### src/rtl/register_file_sb.sv
// ID-stage integer register file with NREAD combinational read ports, one WB write port,
// a per-register busy scoreboard for RAW detection and a post-reset clear sequence.
module register_file_sb #(
    parameter  int XLEN  = 32,
    parameter  int NREG  = 32,
    parameter  int NREAD = 2,
    localparam int AW    = $clog2(NREG)
) (
    input  logic                  clk,
    input  logic                  rst,
    input  logic [NREAD*AW-1:0]   ra,
    output logic [NREAD*XLEN-1:0] rd,
    output logic [NREAD-1:0]      rbusy,
    input  logic                  we,
    input  logic [AW-1:0]         wa,
    input  logic [XLEN-1:0]       wd,
    input  logic                  iss_en,
    input  logic [AW-1:0]         iss_rd,
    output logic                  ready
);

    typedef enum logic {CLEAR, RUN} state_t;

    localparam logic [AW:0] LAST_IDX = (AW+1)'(NREG - 1);

    state_t            state;
    logic [AW:0]       clr_idx;
    logic [NREG-1:0]   busy;
    logic [NREG-1:0]   busy_nxt;
    logic [XLEN-1:0]   mem [NREG];
    logic              wr_ok;
    logic              iss_ok;

    assign wr_ok  = we && (wa != '0);
    assign iss_ok = iss_en && (iss_rd != '0);

    // Issue is applied after retirement so a new producer of the same register stays outstanding.
    always_comb begin
        busy_nxt = busy;
        if (wr_ok) begin
            busy_nxt[wa] = 1'b0;
        end
        if (iss_ok) begin
            busy_nxt[iss_rd] = 1'b1;
        end
        busy_nxt[0] = 1'b0;
    end

    always_ff @(posedge clk) begin
        if (rst) begin
            state   <= CLEAR;
            clr_idx <= '0;
            busy    <= '0;
            ready   <= 1'b0;
        end else begin
            case (state)
                CLEAR: begin
                    clr_idx <= clr_idx + 1'b1;
                    if (clr_idx == LAST_IDX) begin
                        state <= RUN;
                        ready <= 1'b1;
                    end
                end
                RUN: begin
                    busy <= busy_nxt;
                end
                default: begin
                    state <= CLEAR;
                    ready <= 1'b0;
                end
            endcase
        end
    end

    // The array has no reset of its own; the clear sequence zeroes it one entry per cycle.
    always_ff @(posedge clk) begin
        if (!rst) begin
            if (state == CLEAR) begin
                mem[clr_idx[AW-1:0]] <= '0;
            end else if (wr_ok) begin
                mem[wa] <= wd;
            end
        end
    end

    for (genvar i = 0; i < NREAD; i++) begin : g_read
        logic [AW-1:0] addr;
        logic          byp;

        assign addr = ra[i*AW +: AW];
        assign byp  = we && (wa == addr);

        // Reads are forced to zero until the clear finishes so uninitialised storage never leaks.
        assign rd[i*XLEN +: XLEN] = (!ready || addr == '0) ? '0 :
                                    (byp ? wd : mem[addr]);
        assign rbusy[i] = ready && busy[addr] && !(byp && (wa != '0));
    end

endmodule

### config.mk
export PLATFORM = sky130hd
export DESIGN_NAME = register_file_sb
export DESIGN_NICKNAME = d
export VERILOG_FILES = /design/src/rtl/register_file_sb.sv
export SDC_FILE = /design/constraint.sdc
export NUM_CORES = 1
export LEC_CHECK = 0
export CAP_MARGIN = 20
export CORE_MARGIN = 10
export CORE_UTILIZATION = 62
export DETAILED_ROUTE_END_ITERATION = 7
export PLACE_DENSITY_LB_ADDON = 0.25
export SYNTH_ARGS = -nofsm -noshare
export SYNTH_HDL_FRONTEND = slang
export SYNTH_SLANG_ARGS = --single-unit
export TNS_END_PERCENT = 10
### constraint.sdc
create_clock -name clk -period 4.05 [get_ports clk]
set_clock_uncertainty 0.2 [all_clocks]
set_input_delay 0.405 -clock clk [delete_from_list [all_inputs] [get_ports clk]]
set_output_delay 0.405 -clock clk [all_outputs]
set_load 0.05 [all_outputs]
== Yosys cells after proc, flatten, opt, wreduce, memory -nomap -nowiden ==
Memories as Yosys holds them, arrays and structs flattened.
Cells that the tools add are included.

* Register bits after elaboration: 39
* Bits in writable memories: 1,024
* Input bits: 56
* Output and inout port bits: 67
* Logic and storage cells: 68
* Memories kept: 1

{| class="wikitable"
|+ Memories
! name !! words !! width !! read ports !! clocked after Yosys merged registers in !! wr ports !! RTL line !! text
|-
| mem || 32 || 32 || 2 || 0 || 1 || 30 || <nowiki>logic [XLEN-1:0] mem [NREG];</nowiki>
|}

* Add/subtract/negate cells: 1
* $lt $le $gt $ge: 6
* Eq/ne operators: 3
* Mux-type cells: 26
* Bitwise gates (word level): 4
* Reductions and logical operators: 23

{| class="wikitable"
|+ Operators by type and width
! kind !! number
|-
| $mux 32 || 7
|-
| $and 32x32->32 || 1
|-
| $not 32->32 || 1
|-
| $or 32x32->32 || 1
|-
| $reduce_or 32->1 || 1
|-
| $lt 5x6->1 const B || 4
|-
| $mux 1 || 14
|-
| $logic_and 1x1->1 || 12
|-
| $bmux 1 s5 || 2
|-
| $demux 1 s5 || 2
|-
| $eq 5x5->1 || 2
|-
| $ge 5x1->1 const B || 2
|-
| $logic_not 5->1 || 2
|-
| $reduce_bool 5->1 || 2
|-
| $add 6x1->6 const B || 1
|-
| $eq 6x5->1 const B || 1
|-
| $mux 5 || 1
|-
| $logic_not 1->1 || 3
|-
| $logic_or 1x1->1 || 2
|-
| $reduce_and 2->1 || 1
|-
| $not 1->1 || 1
|}

== Longest topological paths before layout ==
* Depth after elaboration: 9
* Mapped depth: 9
* Gate-level depth less buffers: 5

== Worst setup path after synthesis ==
Ideal clock, no wire load.

* Path type: input to register
* From: input wa[1]
* To: memory mem[13][0], enable pin
* Setup time: 0.421 ns
* Arrival: 3.077 ns
* Required time: 3.429 ns
* Slack: 0.352 ns
* Stages: 9
* Buffers on the path: 4
* Cells stage by stage: buf_2 > or2_1 > buf_2 > o2111a_1 > buf_6 > buf_12 > mux2i_1 > nand2_1 > nor2_1

* Longest elaborated chain between the ends: 8
* Elaborated cells between the ends (all ways): 9
* Classes of those cells: mux: 6; reduce/logical: 3

{| class="wikitable"
|+ Ends and longest elaborated chain
! element !! RTL line !! text
|-
| from (decl) || 15 || <nowiki>input logic [AW-1:0] wa,</nowiki>
|-
| $reduce_bool 5->1 || 34 || <nowiki>assign wr_ok = we && (wa != '0);</nowiki>
|-
| $logic_and 1x1->1 || 34 ||
|-
| $mux 1 || 80 || <nowiki>end else if (wr_ok) begin</nowiki>
|-
| $mux 1 || 78 || <nowiki>if (state == CLEAR) begin</nowiki>
|-
| $mux 1 || 77 || <nowiki>if (!rst) begin</nowiki>
|-
| $mux 1 (implied by the code) || 81 || <nowiki>mem[wa] <= wd;</nowiki>
|-
| $reduce_or 32->1 (no line) || n/a ||
|-
| $mux 5 (no line) / $mux 1 (equally long branches) || n/a ||
|-
| to (decl) || 30 ||
|}

Several ways; a longest one is shown, not always the timed one.

== Final worst setup path ==
* From: input ra[7]
* To: output rd[44]

* Longest elaborated chain between the ends: 4
* Elaborated cells between the ends (all ways): 7
* Classes of those cells: eq/ne: 1; mux: 2; reduce/logical: 3; memory: 1

{| class="wikitable"
|+ Ends and longest elaborated chain
! element !! RTL line !! text
|-
| from (decl) || 11 || <nowiki>input logic [NREAD*AW-1:0] ra,</nowiki>
|-
| parallel branches: the longest is 3 deep, another holds $mem_v2 32x32 || n/a ||
|-
| $mux 32 (*) || 94 || <nowiki>assign rd[i*XLEN +: XLEN] = (!ready || addr == '0) ? '0 :</nowiki>
|-
| to (decl) || 12 || <nowiki>output logic [NREAD*XLEN-1:0] rd,</nowiki>
|}

Every way passes the cells marked *.

==> results.cfg <==
[status]
outcome = completed

[grt]
use_met2_pct = 52.4
grt_util_all_layers_pct = 33.7
grt_pass1_wl_um = 232000
met3_usage_pct = 7.46
top_usage_layer = met2
grt_pass1_vias = 34244
grt_max_degree = 83
overflow = 0
antenna_found_initial = 0
use_met1_pct = 44.0

[cts]
cts_max_level = 3
path_clk_slew_ns = 0.06
worstSkewPairLatency_ns = 0.68
clk_path_buf_depth = 3
clock_sinks = 1063
cts_buffers = 105
ctsHoldBuffers = 0
cts_resized = 0
cts_tree = done
post_cts_buffers = 0
ctsRootBufferMaster = clkbuf_16

[critical_path]
crit_fanout = 20
cp_common_cell = buf_12
rr_endpoint = mem[12][19]
max_stage_delay_ns = 0.61
crit_type = primary input to output port
crit_required_ns = 3.44
critPathLaunchType = primary input
arrival_ns = 3.24
cp.buffers_inverters = 4
reg2reg_depth = 6
r2r-start = state
setup.worst_path.start = ra[7]
endpoint_kind = output port
critical-path-top-delay-family = compound AO/OA/AOI/OAI gates
r2r_slack_ns = 0.81
critical_path.slowest_cell = clkdlybuf4s50_1
cp_cell_sequence = clkdlybuf4s50_1 -> and2b_4 -> buf_12 -> a221oi_1 -> o21ai_0 -> buf_4 -> a21oi_1 -> a221o_1 -> buf_12

[synthesis]
synth_top_family_by_area = multiplexers
synthMuxAreaShare_pct = 22.4
ys_types = 59
synthArstFlopShare_pct = 0
synth-xor-area-share_pct = 0.257
syn_nets = 3158
yosysTopAreaCell = edfxtp_1
yosys.area_share.simple_pct = 2.65
syn_area_um2 = 51100
synth_ff_type = edfxtp_1
synth.avg_cell_area_um2 = 16.5
ys_top_cells_by_area = edfxtp_1 (60%), mux4_2 (14%), mux2i_1 (8.7%)
ys_ff_latch = 1063
synthCells = 3101
ys_warn_count = 0
synth-edff-count = 1024
synth_fa_ha_area_share_pct = 0.0245
yosysTopAreaCellShare_pct = 60.1
synth_compound_area_share_pct = 10.1
yosysSeqAreaShare_pct = 61.6

[worst_hold_path]
hp-start = busy[17]
worstHoldPathType = register to register
holdPathStages = 2
hold_end = busy[17]

[floorplanning]
die_area_um2 = 94400
initial_core_util_pct = 62.4
rows = 105
io_pins = 123
fp.dieH_um = 307
fp.dieW_um = 307
coreArea_um2 = 82000

[route]
drtIter0Drc = 5517
avgRoutedWirePerCell_um = 36.2
drtPass1Iterations = 7
drc = 0
wl_um = 160000
final_antenna_net_count = 0
viasPerCell = 7.63
vias = 33829

[sta]
hold_viol_final = 0
setup_tns_ns = 0
fin_crit_ns = 3.84
rsz0062_at_grt = false
maxSlewHeadroom_pct = 22.7
setup_viol = 0
tightest_slew_ns = 1.16
timing.fmax_mhz = 260
final-max-slew-violation-count = 0
period_share_pct = 94.9

[placed_design]
gp_congestion = 0.910
dpl.hpwl_um = 96800
io_buffers = 122
placed_cell_area_um2 = 55300

[layout]
fin_util_pct = 71.6
nets = 3330
drive_gt1_share_pct = 23.8
fin_area_um2 = 58700
area_growth_pct = 14.7

[pwr]
powerDensity_nw_per_um2 = 400
finalPower_mw = 23.5
ir_drop_uv = 548
leakagePower_nw = 19.2

[flow_run]
maxCapViolations = 0
## cell usage in the layout, fill, tap and decap left out, types with 4 or more instances in the layout
cell	synthesis	final
buf_4	40	160
clkbuf_1	122	17
o21ai_1	24	23
edfxtp_1	1024	1024
or2_2	4	4
nand3_1	11	10
mux2i_1	444	444
clkinv_2	0	25
mux2_2	4	4
mux4_2	308	308
a22o_1	31	31
a211o_1	31	31
o21bai_1	31	31
clkbuf_16	0	108
buf_12	1	109
nand2_1	60	59
nor2b_1	7	5
a21oi_1	197	197
bufinv_16	0	9
a221o_1	33	33
inv_1	10	7
a22oi_1	63	63
nor3_1	38	38
o21ai_0	73	73
xnor2_1	12	12
o211ai_1	4	4
clkbuf_8	0	5
o22a_1	31	31
nor2_1	60	24
and2_1	34	34
clkinv_1	0	23
nor2_4	0	37
clkdlybuf4s50_1	0	49
dfxtp_1	39	39
nand2b_1	40	40
a221oi_1	187	187
## how the worst max path moves through the flow
stage / depth (start not counted) / endpoint / slack [ns]
final: 9 / rd[44] / 0.21
after global routing: 9 / rd[44] / 0.19
after CTS: 9 / rd[44] / 0.33
after detailed placement: 9 / mem[12][8] / 0.25
after global placement: 8 / rd[18] / 0.25
after floorplan: 9 / mem[13][0] / 0.35
## worst min-delay path: cells and delay by family, from the launching register on
kind / cells / cell delay (ns)
AO/OA/AOI/OAI: 2 / 0.13
flip-flops: 1 / 0.31
## synth_stat cells (33+ instances only)
library cell,instances
a21oi_1,197
a221o_1,33
a221oi_1,187
a22oi_1,63
and2_1,34
buf_2,60
buf_4,40
clkbuf_1,122
dfxtp_1,39
edfxtp_1,1024
mux2i_1,444
mux4_2,308
nand2_1,60
nand2b_1,40
nor2_1,60
nor3_1,38
o21ai_0,73
## cells by family after synthesis
kind of cell	after synthesis
AND/OR/NAND/NOR	272
buffers and inverters	270
multiplexers	758
adder cells (fa/ha/maj)	1
XOR/XNOR	15
flip-flops	1063
AO/OA/AOI/OAI	722
## power by group
part / switching [mW] / leakage (nW) / total (mW) / internal [mW]
Sequential: 0.0355 / 8.83 / 12.0 / 11.9
Clock: 4.18 / 1.66 / 9.69 / 5.50
Combinational: 1.06 / 8.72 / 1.79 / 0.729
## cell type report
cell class | instances | area [µm²]
Antenna cell | 2 | 5.00
Inverter | 11 | 46.3
Sequential cell | 1063 | 31500
Clock inverter | 63 | 538
Clock buffer | 130 | 2830
Timing Repair Buffer | 324 | 3940
Fill cell | 5007 | 23300
Multi-Input combinational cell | 1768 | 18500
Tap cell | 1070 | 1340
## per-layer routing
layer	up-vias	wire (µm)
met1	17046	54900
met3	593	20600
met4	0	10500
met2	2817	74500
li1	13373	-
met5	-	0
## flip-flops by register name, indices dropped and copies added, names as in the netlist
name	count
busy	31
clr_idx	6
state	1
ready	1
mem	1024
## stage by stage
| stage | setup slack [ns] | hold slack (ns) | instances |
|---|---|---|---|
| 6_report | 0.205 | 0.293 | 4431 |
| 2_1_floorplan | 0.352 | 0.260 | 3101 |
| 4_1_cts | 0.327 | 0.289 | 4429 |
| 5_1_grt | 0.189 | 0.319 | 4429 |
| 3_3_place_gp | 0.251 | 0.272 | 4235 |
| 3_5_place_dp | 0.251 | 0.284 | 4236 |
Power figures use the tool's default switching activity.
